$ cat config.mk
export PLATFORM = sky130hd
export DESIGN_NAME = down_timer_ctrl
export DESIGN_NICKNAME = d
export VERILOG_FILES = /design/src/rtl/down_timer_ctrl_pkg.sv /design/src/rtl/down_timer_ctrl_counter.sv /design/src/rtl/down_timer_ctrl.sv
export SDC_FILE = /design/constraint.sdc
export NUM_CORES = 1
export LEC_CHECK = 0
export BUFFER_PORTS_ARGS = -buffer_cell sky130_fd_sc_hd__buf_2
export CAP_MARGIN = 25
export CORE_AREA = 2 2 39 41
export CTS_BUF_LIST = sky130_fd_sc_hd__clkbuf_8
export DETAILED_ROUTE_END_ITERATION = 6
export DIE_AREA = 0 0 41 43
export HOLD_SLACK_MARGIN = 0.02
export PLACE_DENSITY_LB_ADDON = 0.1
export SETUP_SLACK_MARGIN = 0.02
export SLEW_MARGIN = 10
export SYNTH_ARGS = -nofsm -noshare
export SYNTH_HDL_FRONTEND = slang
export SYNTH_SLANG_ARGS = --single-unit
$ cat constraint.sdc
create_clock -name clock -period 1.7 [get_ports clock]
set_input_delay 0.34 -clock clock [delete_from_list [all_inputs] [get_ports clock]]
set_output_delay 0.34 -clock clock [all_outputs]
set_load 0.02 [all_outputs]
$ cat src/rtl/down_timer_ctrl_pkg.sv
// Shared definitions for the down-timer sequencer: FSM encodings and default width.
package down_timer_ctrl_pkg;

    typedef enum logic [1:0] {
        IDLE  = 2'b00,
        COUNT = 2'b01,
        HOLD  = 2'b10
    } state_t;

    localparam int DEFAULT_N = 4;

endpackage

$ cat src/rtl/down_timer_ctrl_counter.sv
// N-bit base-2 down counter with synchronous load, tick enable and borrow out.
// Saturates at zero: an enabled tick at q=0 raises eu but leaves q at 0.
module nN_b2_down_counter_load #(
    parameter int N = 4
) (
    input  logic         clock,
    input  logic         reset_,
    input  logic         ld,
    input  logic [N-1:0] d,
    input  logic         ei,
    output logic [N-1:0] q,
    output logic         eu
);

    logic [N-1:0] cnt_q;
    logic [N-1:0] cnt_d;
    logic         zero;

    assign zero = (cnt_q == '0);

    always_comb begin
        cnt_d = cnt_q;
        if (ld) begin
            cnt_d = d;
        end else if (ei && !zero) begin
            cnt_d = cnt_q - 1'b1;
        end
    end

    always_ff @(posedge clock or negedge reset_) begin
        if (!reset_) begin
            cnt_q <= '0;
        end else begin
            cnt_q <= cnt_d;
        end
    end

    assign q  = cnt_q;
    assign eu = ei && zero;

endmodule

$ cat src/rtl/down_timer_ctrl.sv
// Programmable delay timer: captures n on soc, counts down on enabled ticks,
// then holds until the requester releases soc before signalling eoc.
module down_timer_ctrl
    import down_timer_ctrl_pkg::*;
#(
    parameter int N = DEFAULT_N
) (
    input  logic         clock,
    input  logic         reset_,
    input  logic         soc,
    input  logic [N-1:0] n,
    input  logic         ei,
    output logic         eoc,
    output logic [N-1:0] q,
    output logic         eu
);

    state_t state_q;
    state_t state_d;
    logic   eoc_q;
    logic   eoc_d;
    logic   ld;
    logic   cnt_ei;
    logic   cnt_eu;

    // Capture only when eoc is already high, so a stuck soc cannot retrigger
    // during the single IDLE cycle that precedes eoc rising.
    assign ld     = (state_q == IDLE) && eoc_q && soc;
    assign cnt_ei = (state_q == COUNT) && ei;

    always_comb begin
        state_d = state_q;
        eoc_d   = eoc_q;
        case (state_q)
            IDLE: begin
                if (ld) begin
                    state_d = COUNT;
                    eoc_d   = 1'b0;
                end else begin
                    eoc_d   = 1'b1;
                end
            end
            COUNT: begin
                eoc_d = 1'b0;
                if (cnt_eu) begin
                    state_d = HOLD;
                end
            end
            HOLD: begin
                eoc_d = 1'b0;
                if (!soc) begin
                    state_d = IDLE;
                end
            end
            default: begin
                state_d = IDLE;
                eoc_d   = 1'b1;
            end
        endcase
    end

    always_ff @(posedge clock or negedge reset_) begin
        if (!reset_) begin
            state_q <= IDLE;
            eoc_q   <= 1'b1;
        end else begin
            state_q <= state_d;
            eoc_q   <= eoc_d;
        end
    end

    nN_b2_down_counter_load #(
        .N(N)
    ) u_counter (
        .clock  (clock),
        .reset_ (reset_),
        .ld     (ld),
        .d      (n),
        .ei     (cnt_ei),
        .q      (q),
        .eu     (cnt_eu)
    );

    assign eoc = eoc_q;
    assign eu  = cnt_eu;

endmodule
Yosys cells after proc, flatten, opt, wreduce, memory -nomap -nowiden
Index checks and enable logic that the tools add are counted.
{ "totals": {"regBits": 7, "elab_cells": 28} }
{ "op_classes": {"n_addsub": 1, "eq_ne": 5, "n_mux": 8, "reduce_logical": 11} }
{ "op_table": {"columns": ["operator", "count"], "rows": [
  ["4-bit two-way mux", 2],
  ["2-bit two-way mux", 3],
  ["2-bit inequality test, second input constant", 3],
  ["2-bit one-hot mux with 3 select lines", 1],
  ["1-bit logical AND", 5],
  ["4-bit zero test", 1],
  ["4-bit by 1-bit subtractor with 4-bit output, second input constant", 1],
  ["3-bit AND reduction", 1],
  ["2-bit by 1-bit == test with 1-bit output, second input constant", 1],
  ["2-bit == test, second input constant", 1],
  ["2-bit zero test", 1],
  ["1-bit one-hot mux with 2 select lines", 1],
  ["2-bit nonzero test", 1],
  ["2-bit OR reduction", 1],
  ["1-bit zero test", 1],
  ["1-bit two-way mux", 1]
]} }

Logic depth before layout (Yosys ltp)
{ "depth": {"depth_word": 5, "mapped_depth": 5} }

Hierarchy
From an unflattened synthesis, not the netlist that was laid out.
{ "unflattened": {"hier_cells": 41, "area_unflattened_um2": 394.1} }
{ "by_module_without_submodules": {"columns": ["module", "instances", "cells_per_inst", "area_each_um2"], "rows": [
  ["nN_b2_down_counter_load", 1, 28, 250.2],
  ["down_timer_ctrl", 1, 13, 143.9]
]} }

Worst setup path after synthesis
OpenSTA, ideal clock, no wires.
{ "synth_timing": {"path_type": "flip-flop to output port", "from": "register u_counter.cnt_q[0], in the netlist u_counter.q[0]", "to": "output eu", "t_arrival_ps": 1538, "required_time_ps": 1360, "path_slack_ps": -178, "path_stages_with_launch": 5, "path_buffers": 0, "cell_sequence": "dfrtp_1 > inv_1 > ha_1 > or3b_2 > nor2_1"} }
{ "synth_via": {"elab_chain_cells": 2} }
{ "synth_lines": {"columns": ["item", "line_no", "source"], "rows": [
  ["from (decl)", "down_timer_ctrl_counter.sv:15", "logic [N-1:0] cnt_q;"],
  ["from (signal assigned)", "down_timer_ctrl_counter.sv:34", "cnt_q <= cnt_d;"],
  ["4-bit zero test", "down_timer_ctrl_counter.sv:19", "assign zero = (cnt_q == '0);"],
  ["1-bit logical AND", "down_timer_ctrl_counter.sv:39", "assign eu = ei && zero;"],
  ["to (decl)", "down_timer_ctrl.sv:15", "output logic eu"]
]} }
Every way passes these cells.

Final worst setup path
{ "layout_timing": {"from": "register u_counter.cnt_q[1], in the netlist u_counter.q[1]", "to": "output eu"} }
The elaborated chain is that of the path after synthesis.

==> impl_metrics.csv <==
group,metric,value,unit
routing,route.detailed.drc,0,
clock_tree,clockBufferDepth,2,
timing,period_needed,1.80,ns
logic_synthesis,synth_commonest_cells,"6 x dfrtp_1, 4 x nand3_1, 4 x nor2_1, 4 x o21ai_0, 3 x inv_1",
critical_path,cp.arrival,1.46,ns
cells_and_area,drive_above_1_share,51.5,%
grt,grtUsageMet1,19.5,%
clock_tree,path_clk_slew,0.04,ns
logic_synthesis,synth-seq-cells,7,
logic_synthesis,synthTopCellsByArea,"dfrtp_1 36%, dfstp_2 6.3%, nand3_1 4.8%",
critical_path,cp.required,1.36,ns
status,violations,"negative setup slack",
critical_path,worst-r2r-setup-slack,0.09,ns
routing,post_drt_wl_per_cell,13.1,µm
timing,layout_setup_ws,-0.103,ns
routing,antenna_left,0,
placement,port_buffers,13,
grt,overflow,0,
placement,dpl_cell_area,543,µm²
logic_synthesis,syn_avg_cell_area,9.98,µm²
cells_and_area,nets,76,
clock_tree,cts_tree,"yes",
cells_and_area,fin_area,639,µm²
logic_synthesis,synth_top_area_cell,"dfrtp_1",
floorplan,io_pins,14,
critical_path,worstReg2RegStart,"u_counter.q[1]",
floorplan,core.rowCount,14,
power,power.density,1800,mW/mm²
status,status,"complete, but fails checks",
logic_synthesis,synth_top_area_share,35.8,%
logic_synthesis,synth_most_common_cell,"dfrtp_1",
grt,globalRoute.busiestLayer,"met2",
placement,gp_congestion,0.677,
routing,drt_iter0_drc,15,
clock_tree,clock_latency,0.22,ns
clock_tree,ctsRootBufferMaster,"clkbuf_8",
power,ir_drop,0.000667,V
logic_synthesis,syn_area,419,µm²
floorplan,initial_core_util,30.3,%
routing,vias,421,
grt,grt_max_degree,8,
logic_synthesis,postSynth.asyncResetShare,100,%
clock_tree,clock_sinks,7,
timing,slew_violations,0,
logic_synthesis,yosys_warnings,0,
logic_synthesis,synth_ff_type,"dfrtp_1",
cells_and_area,diodes,0,
min_path,min_path_type,"in2reg",
timing,finalSetupViolations,1,
grt,grt_util_met2,23.1,%
timing,hold_slack,0.325,ns
routing,vias_per_cell,5.13,
min_path,min_path_cells,2,
timing,fmax,0.555,GHz
logic_synthesis,synth_cell_types,25,
logic_synthesis,synth-edff-count,0,
floorplan,core_area,0.00138,mm²
timing,max_slew_margin,78.8,%
floorplan,die_h,43,µm
timing,worst_pin_slew,0.316,ns
timing,finalCritPeriodShare,106,%
critical_path,crit_type,"reg2out",
grt,grtUsageMet3,3.14,%
routing,drt_wl_total,1070,µm
timing,fin_tns_setup,-0.103,ns
logic_synthesis,seq_area_frac_synth,42.1,%
min_path,hold-path-endpoint,"u_counter.q[1]",
power,p_leak,0.301,nW
floorplan,fp.dieArea,0.00176,mm²
min_path,hp-start,"n[1]",
logic_synthesis,synthesis.nets,51,
grt,grt_pass1_vias,430,
routing,dr.pass1.iters,4,
logic_synthesis,syn-instance-count,42,
flow_run,max_cap_viol_count,0,
floorplan,fp.dieW,41,µm
timing,rsz0062_at_grt,"yes",
placement,place_hpwl,720,µm
cells_and_area,syn_to_final_growth,52.5,%
critical_path,crit_path_start_kind,"register",
clock_tree,cts_max_level,1,
clock_tree,cts_buffers,3,
critical_path,end_kind,"output port",
critical_path,critPathMaxFanout,2,
timing,clock_skew,0.00181,ns
grt,grt_pass1_wl,1780,µm
critical_path,r2r-end,"u_counter.q[1]",
timing,hold_viol_final,0,
critical_path,r2r_cells,6,
grt,grt.total_usage,15.3,%
grt,antenna_found_initial,0,
-- cell type report --
type                            instances  area, µm²
Sequential cell                         7        179
Clock inverter                          1       3.75
Multi-Input combinational cell         31        250
Timing Repair Buffer                   21        134
Tap cell                               16       20.0
Inverter                                3       11.3
Fill cell                             140        744
Clock buffer                            3       41.3
-- critical path, stage by stage, from the launching register on --
cell and delay, ns:
dfrtp_2 0.39, inv_2 0.08, ha_4 0.14, or3b_4 0.40, nor2_4 0.10, buf_6 0.12
-- cell families after synthesis --
kind of cell / Yosys count / synth area share [%]
compound gates: 9 / 13.7
xor+xnor: 1 / 2.09
fa+ha+maj: 1 / 2.98
buf+inv: 4 / 3.58
flops: 7 / 42.1
mux: 1 / 2.39
simple gates: 19 / 33.1
-- power by group --
| group | internal (mW) | switching [mW] | total (mW) |
|---|---|---|---|
| Clock | 0.156 | 0.0690 | 0.225 |
| Sequential | 0.251 | 0.0641 | 0.315 |
| Combinational | 0.302 | 0.311 | 0.613 |
| Total | 0.709 | 0.444 | 1.15 |
-- worst max-delay path by stage --
stage / start / to / cells after the start
2_1_floorplan: u_counter.q[0] / eu / 4
3_3_place_gp: u_counter.q[0] / eu / 5
3_5_place_dp: u_counter.q[0] / eu / 5
4_1_cts: u_counter.q[1] / eu / 5
5_1_grt: u_counter.q[1] / eu / 5
6_report: u_counter.q[1] / eu / 5
-- layer usage --
| metal | vias up | part of all wire [%] |
|---|---|---|
| met2 | 18 | 48 |
| met4 | 0 | 2.0 |
| met3 | 5 | 6.2 |
| li1 | 207 | - |
| met5 | - | 0 |
| met1 | 191 | 43 |
-- state kept, by name, indices dropped and copies added, names as in the netlist --
signal and count:
state_q 2, eoc 1, u_counter.q 4
-- layout by cell type, fill, tap and decap left out, drive strengths merged --
master / instances
buf: 20
o21ai: 4
and4bb: 1
o31a: 1
mux2i: 1
nor4: 1
a211o: 1
or3b: 1
dfstp: 1
dlygate4sd3: 1
dfrtp: 6
xor2: 1
nor3b: 1
inv: 4
clkbuf: 3
nand3b: 2
a211oi: 1
nor2: 4
nand4bb: 1
a31oi: 2
or4: 1
or2b: 1
nand3: 4
nor3: 1
and3b: 1
ha: 1
-- through the flow --
stage	util (%)	std cells	power, mW	setup slack, ns
2_1_floorplan	-	42	0.650	0.0775
3_3_place_gp	39.2	74	0.849	0.0332
3_5_place_dp	39.2	74	0.845	0.0330
4_1_cts	46.2	82	1.15	-0.0818
5_1_grt	46.2	82	1.25	-0.158
6_report	46.2	82	1.15	-0.103
-- what timing repair did --
item	CTS	global route
setup endpoints to repair	1	1
hold buffers	1	0
pin swaps	2	0
gates resized for setup	6	0
endpoints found under the hold margin	6	0
setup buffers	3	0
Power figures use the tool's default switching activity.
